### src/rtl/his_builder_fsm.sv
// his_builder_fsm
//   Streams timestamp samples into per-pixel histograms and, at the end of
//   every frame, publishes each pixel's peak bin as a timestamp.
//   The sample order within a frame is acquisition, then pixel, then data,
//   with the data index changing fastest.
//
//   Ports
//     clk        : single clock, rising edge
//     res        : synchronous reset, active low (overrides wrEn)
//     wrEn       : sample-valid qualifier
//     data       : raw timestamp sample; upper BIN_BITS bits select the bin
//     peakResult : per-pixel lower bin edge of the peak bin, last frame
//     peakValid  : one-cycle strobe following a peakResult update
module his_builder_fsm #(
  parameter int Np                = 10,
  parameter int PIXEL_NUM_PER_RAM = 3,
  parameter int ACQ_NUM           = 2,
  parameter int DATA_NUM          = 2,
  parameter int BIN_BITS          = 4
) (
  input  logic          clk,
  input  logic          res,
  input  logic          wrEn,
  input  logic [Np-1:0] data,
  output logic [Np-1:0] peakResult [PIXEL_NUM_PER_RAM-1:0],
  output logic          peakValid
);

  localparam int NBINS = 1 << BIN_BITS;
  localparam int CW    = $clog2(ACQ_NUM*DATA_NUM + 1);
  localparam int AW    = (ACQ_NUM > 1)           ? $clog2(ACQ_NUM)           : 1;
  localparam int PW    = (PIXEL_NUM_PER_RAM > 1) ? $clog2(PIXEL_NUM_PER_RAM) : 1;
  localparam int DW    = (DATA_NUM > 1)          ? $clog2(DATA_NUM)          : 1;
  localparam logic [CW-1:0] CNT_MAX = '1;

  typedef enum logic {IDLE, ACCUM} state_t;

  state_t               state;
  logic [AW-1:0]        aIdx;
  logic [PW-1:0]        pIdx;
  logic [DW-1:0]        dIdx;
  logic [CW-1:0]        hist   [PIXEL_NUM_PER_RAM-1:0][NBINS-1:0];
  logic [CW-1:0]        maxCnt [PIXEL_NUM_PER_RAM-1:0];
  logic [BIN_BITS-1:0]  maxBin [PIXEL_NUM_PER_RAM-1:0];

  logic [BIN_BITS-1:0]  bin;
  logic [AW-1:0]        curA;
  logic [PW-1:0]        curP;
  logic [DW-1:0]        curD;
  logic [CW-1:0]        curCnt;
  logic [CW-1:0]        incCnt;
  logic                 newMax;
  logic                 lastD, lastP, lastA, frameEnd;
  logic [CW-1:0]        finCnt [PIXEL_NUM_PER_RAM-1:0];
  logic [BIN_BITS-1:0]  finBin [PIXEL_NUM_PER_RAM-1:0];

  // Only the bin-select bits of a sample carry information here.
  generate
    if (Np > BIN_BITS) begin : gLsb
      logic unusedLsbs;
      assign unusedLsbs = ^data[Np-BIN_BITS-1:0];
    end
  endgenerate

  always_comb begin
    bin    = data[Np-1 -: BIN_BITS];
    // IDLE means no sample of the current frame has been taken yet, so the
    // position is (0,0,0) regardless of the counters.
    curA   = (state == IDLE) ? '0 : aIdx;
    curP   = (state == IDLE) ? '0 : pIdx;
    curD   = (state == IDLE) ? '0 : dIdx;
    curCnt = hist[curP][bin];
    incCnt = (curCnt == CNT_MAX) ? curCnt : curCnt + CW'(1);
    // Strictly greater: on a tie the bin that got there first keeps the peak.
    newMax   = incCnt > maxCnt[curP];
    lastD    = (curD == DW'(DATA_NUM-1));
    lastP    = (curP == PW'(PIXEL_NUM_PER_RAM-1));
    lastA    = (curA == AW'(ACQ_NUM-1));
    frameEnd = lastD && lastP && lastA;
    // Peak tracker including the sample being accepted this edge.
    for (int q = 0; q < PIXEL_NUM_PER_RAM; q++) begin
      finCnt[q] = maxCnt[q];
      finBin[q] = maxBin[q];
      if (PW'(q) == curP && newMax) begin
        finCnt[q] = incCnt;
        finBin[q] = bin;
      end
    end
  end

  always_ff @(posedge clk) begin
    if (!res) begin
      state     <= IDLE;
      aIdx      <= '0;
      pIdx      <= '0;
      dIdx      <= '0;
      peakValid <= 1'b0;
      for (int q = 0; q < PIXEL_NUM_PER_RAM; q++) begin
        maxCnt[q]     <= '0;
        maxBin[q]     <= '0;
        peakResult[q] <= '0;
        for (int b = 0; b < NBINS; b++) hist[q][b] <= '0;
      end
    end else begin
      peakValid <= 1'b0;
      if (wrEn) begin
        state <= ACCUM;
        if (frameEnd) begin
          // Publish and start the next frame with empty histograms.
          peakValid <= 1'b1;
          aIdx      <= '0;
          pIdx      <= '0;
          dIdx      <= '0;
          for (int q = 0; q < PIXEL_NUM_PER_RAM; q++) begin
            peakResult[q] <= (finCnt[q] == '0) ? '0
                             : (Np'(finBin[q]) << (Np - BIN_BITS));
            maxCnt[q] <= '0;
            maxBin[q] <= '0;
            for (int b = 0; b < NBINS; b++) hist[q][b] <= '0;
          end
        end else begin
          hist[curP][bin] <= incCnt;
          if (newMax) begin
            maxCnt[curP] <= incCnt;
            maxBin[curP] <= bin;
          end
          if (!lastD) begin
            dIdx <= curD + DW'(1);
            pIdx <= curP;
            aIdx <= curA;
          end else begin
            dIdx <= '0;
            if (!lastP) begin
              pIdx <= curP + PW'(1);
              aIdx <= curA;
            end else begin
              pIdx <= '0;
              aIdx <= curA + AW'(1);
            end
          end
        end
      end
    end
  end

endmodule

### config.mk
export PLATFORM = sky130hd
export DESIGN_NAME = his_builder_fsm
export DESIGN_NICKNAME = d
export VERILOG_FILES = /design/src/rtl/his_builder_fsm.sv
export SDC_FILE = /design/constraint.sdc
export NUM_CORES = 1
export LEC_CHECK = 0
export CAP_MARGIN = 15
export CORE_MARGIN = 5
export CORE_UTILIZATION = 50
export DETAILED_ROUTE_END_ITERATION = 6
export DONT_BUFFER_PORTS = 1
export GPL_TIMING_DRIVEN = 1
export REMOVE_ABC_BUFFERS = 1
export SYNTH_ARGS = -nofsm -noshare
export SYNTH_HDL_FRONTEND = slang
export SYNTH_SLANG_ARGS = --single-unit
export TNS_END_PERCENT = 50
### constraint.sdc
create_clock -name clk -period 7.6 [get_ports clk]
set_input_delay 1.52 -clock clk [delete_from_list [all_inputs] [get_ports clk]]
set_output_delay 1.52 -clock clk [all_outputs]
set_load 0.01 [all_outputs]
Word level (Yosys, flattened, before mapping):

Memory sizes are Yosys's and may differ from the RTL's.
Index checks and enable logic that the tools add are counted.

* register bits: 36
* memories kept: 3
* word-level logic and storage cells: 192
* RAM bits: 165

* $lt $le $gt $ge: 3
* reductions and logical operators: 14
* multiplexer cells: 102
* bitwise logic cells: 54
* $add $sub $neg: 4
* equality and inequality tests: 4

Memory list
* hist: depth 3, bits a word 48, rd ports 1, clocked after memory_dff 0, wr ports 3, line 42 `logic [CW-1:0] hist [PIXEL_NUM_PER_RAM-1:0][NBINS-1:0];`
* maxBin: depth 3, bits a word 4, rd ports 3, clocked after memory_dff 0, wr ports 3, line 44 `logic [BIN_BITS-1:0] maxBin [PIXEL_NUM_PER_RAM-1:0];`
* maxCnt: depth 3, bits a word 3, rd ports 4, clocked after memory_dff 0, wr ports 3, line 43 `logic [CW-1:0] maxCnt [PIXEL_NUM_PER_RAM-1:0];`

Operator list (number)
* 2-to-1 mux 3 bit: 58
* 2-to-1 mux 48 bit: 3
* bitwise OR 1 bit: 54
* OR reduction 48 bit: 1
* 2-to-1 mux 10 bit: 3
* 2-to-1 mux 4 bit: 7
* 2-to-1 mux 1 bit: 22
* 2-to-1 mux 2 bit: 7
* binary-select mux 3 bit (select 4 bit): 1
* demux 3 bit (select 4 bit): 1
* zero test 3 bit: 3
* logical AND 1 bit: 6
* less-than comparator 4 x 5 -> 1 bit (second input constant): 1
* greater-or-equal comparator 4 x 1 -> 1 bit (second input constant): 1
* OR reduction 4 bit: 1
* adder 3 x 1 -> 3 bit (second input constant): 1
* == test 3 bit (second input constant): 1
* greater-than comparator 3 bit: 1
* OR reduction 3 bit: 1
* adder 1 bit (second input constant): 2
* adder 2 x 1 -> 2 bit (second input constant): 1
* == test 1 x 2 -> 1 bit (first input constant): 1
* == test 2 bit (first input constant): 1
* == test 2 bit (second input constant): 1
* other kinds (2): 2

Logic depth before layout (Yosys ltp):

An unclocked memory read counts as a cell.

* word-level depth: 14
* mapped depth: 24

Least setup slack after synthesis:

OpenSTA, ideal clock, no wires.

* path kind: input -> register
* from: input data[7]
* to: memory maxBin[1][0], enable pin
* data arrival time: 5932 ps
* cell stages on the path: 19
* library setup time: 324 ps
* slack: 1344 ps
* path through: buf_2 -> buf_4 -> mux4_2 -> o221a_2 -> a31o_2 -> a221o_1 -> and4_1 -> ha_1 -> a21bo_1 -> buf_1 -> buf_2 -> nand2_1 -> ha_1 -> nor2b_1 -> o21a_1 -> o21ai_0 -> nor3_1 -> nand2_1 -> nand2_1

RTL lines
* start: declaration: line 24 `input logic [Np-1:0] data,`
* end: declaration: line 44

==> results_dict.tcl <==
set metrics [dict create \
    outcome "completed" \
    drt_first_pass_iters 5 \
    antenna_found_initial 1 \
    crit_cells 16 \
    coreArea_sq_um 23500 \
    drv_slew 0 \
    endpoint_kind "flip-flop" \
    final-instance-count-excl-fill 1328 \
    cts-resized-gates 0 \
    clock-skew-final_ns 0.0155 \
    synth_cell_type_count 79 \
    dp_hpwl_um 20000 \
    tightest_slew_ns 0.980 \
    grt_overflow 0 \
    min_path_cells 2 \
    path_max_fanout 56 \
    finalSetupViolCount 0 \
    slowest_delay_ns 0.79 \
    synth-seq-cells 234 \
    cp_slowest_cell "nor3_1" \
    maxCapViolCount 0 \
    rsz0062_at_grt "false" \
    yosysWarnings 0 \
    p_per_area_nw_per_um2 238 \
    slew_headroom 0.342 \
    clk_path_buf_depth 3 \
    critical_path_required_ns 7.81 \
    placementRows 56 \
    start_util 0.510 \
    grt_pass1_vias 8260 \
    drive_gt1_frac 0.173 \
    grt_usage 0.248 \
    drt_wl_total_um 33700 \
    synth_top_area_frac 0.540 \
    critPathTopFamily "simple AND/OR/NAND/NOR gates" \
    die_y_um 165 \
    max_freq_mhz 164 \
    drc 0 \
    post-route-period-util 0.801 \
    path_cells "buf_12, mux4_2, o221a_2, a31o_2, a221o_1, and4_1, ha_1, o211a_4, or2_1, ha_1, nor2b_1, o21a_1, o21ai_0, nor3_1, nand2_1, nand2_1" \
    cts_buffers 26 \
    ys_seq_area_frac 0.570 \
    path_clk_slew_ns 0.06 \
    p_leak_nw 4.66 \
    period_minus_slack_ns 6.09 \
    async_flop_share 0 \
    cts_sinks 234 \
    netlist_instances 1021 \
    rr_worst_depth 16 \
    avgRoutedWirePerCell_um 25.3 \
    postCtsSetupBuffers 0 \
    ir_drop_v 0.000139 \
    crit_buf_inv 1 \
    nets 1005 \
    rrSetupSlack_ns 1.51 \
    die_w_um 165 \
    drtIter0Drc 978 \
    io_pins 44 \
    grt_max_degree 66 \
    place_inst 1279 \
    power_mw 3.07 \
    arrival_ns 6.29 \
    synthFlopType "edfxtp_1" \
    grt_pass1_wl_um 50300 \
    final_cell_mix "edfxtp_1, nand2_1, nor2_1" \
    synth_area_leader_cell "edfxtp_1" \
    portBuffers 0 \
    syn2layout_area_growth_pct 7.43 \
    via_count 8496 \
    layout_commonest_cell "edfxtp_1" \
    nFillCells 2020 \
    vias_per_cell 6.40 \
    dieArea_sq_um 27200 \
    cts_tree "yes" \
    worstHoldPathType "reg -> reg" \
    clk_latency_ns 0.54 \
    synth_edf_count 216 \
    root_buffer "clkbuf_16" \
    cp-start-kind "flip-flop" \
    syn_area_sq_um 12000 \
    synth.avg_cell_area_sq_um 11.8 \
    cts_hold_buffers 0 \
    hold_violations 0 \
    gp_congestion 0.837 \
    h-tree-depth 1 \
    ant_nets 0 \
    worstSetupPathType "reg -> reg" \
    ys_top_cells_by_area "edfxtp_1, nand2_1, nor3_2, a21oi_1, dfxtp_1" \
]
cells in the mapped netlist, types with 4 or more instances:
library cell  count
nand3_1           4
buf_1            11
a221o_1           6
nand2b_1         15
a31o_2            4
mux2i_1          26
and3_1            5
buf_4            32
nor2_1           86
a41o_1            4
o211a_1          10
ha_1              4
nor2b_1          12
or2_2             8
dfxtp_1          18
mux2_2           14
nor3b_1           4
nand3b_1          8
nor3_1           25
o311ai_0          8
o221ai_1         16
nand2_1         137
o22ai_1          28
buf_2            26
clkbuf_1         19
inv_1            15
a31oi_1           4
a211o_1           5
o21ai_0          14
mux4_2           13
nor4_1            8
a21oi_1          73
mux2_1            4
o31ai_1           7
buf_6            15
edfxtp_1        216
nor3_2           51
report_power, final:
group	internal [mW]	switching (mW)	leakage, nW
sequential	1.46	0.0211	2.31
combinational	0.0893	0.250	1.94
clock	0.746	0.508	0.414
total	2.29	0.780	4.66
cell families after synthesis:
logic type | synth area share
AO/OA/AOI/OAI | 0.132
adder cells (fa/ha/maj) | 0.00417
buffers and inverters | 0.0599
flip-flops | 0.570
multiplexers | 0.0629
other | 0.000312
AND/OR/NAND/NOR | 0.171
worst register-to-register path, cell delays in order (launching register included):
cell and delay, ns:
dfxtp_4 0.69, buf_12 0.35, mux4_2 0.60, o221a_2 0.28, a31o_2 0.21, a221o_1 0.36, and4_1 0.23, ha_1 0.30
o211a_4 0.35, or2_1 0.30, ha_1 0.21, nor2b_1 0.12, o21a_1 0.11, o21ai_0 0.15, nor3_1 0.79, nand2_1 0.34
nand2_1 0.36
sequential cells by signal, indices dropped and copies added, names as in the netlist:
register / cells
peakResult: 12
aIdx: 1
maxCnt: 12
hist: 192
peakValid: 1
dIdx: 1
state: 1
pIdx: 2
maxBin: 12
stage by stage:
stage	util	hold slack [ns]	setup slack, ns	area, sq um	TNS, ns
after floorplan	-	0.479	-1.91	11400	-114.71
after global placement	0.512	0.495	1.21	12100	0
after detailed placement	0.512	0.498	1.10	12100	0
after CTS	0.548	0.506	1.53	12900	0
after global routing	0.548	0.531	1.19	12900	0
final	0.548	0.499	1.51	12900	0
metal layers:
metal	vias to the layer above	global-route usage	wire length, um
met5	-	0	13
met4	2	0.0922	1160
met3	81	0.0447	2950
met2	409	0.392	15600
met1	4221	0.345	13900
li1	3783	-	-
path summary, 6_finish.rpt:
check | startpoint | to
max reg2reg | pIdx[0] | maxBin[1][2]
min | peakResult[29] | peakResult[29]
max | pIdx[0] | maxBin[1][2]
min reg2reg | peakResult[29] | peakResult[29]
area by class of cell:
type	instances	area, sq um	area share
Antenna cell	1	2.50	0.000194
Clock buffer	31	691	0.0535
Clock inverter	17	154	0.0119
Inverter	16	60.1	0.00465
Multi-Input combinational cell	684	4540	0.352
Sequential cell	234	6850	0.531
Tap cell	319	399	0.0309
Timing Repair Buffer	26	208	0.0161
(Power assumes the default switching activity.)
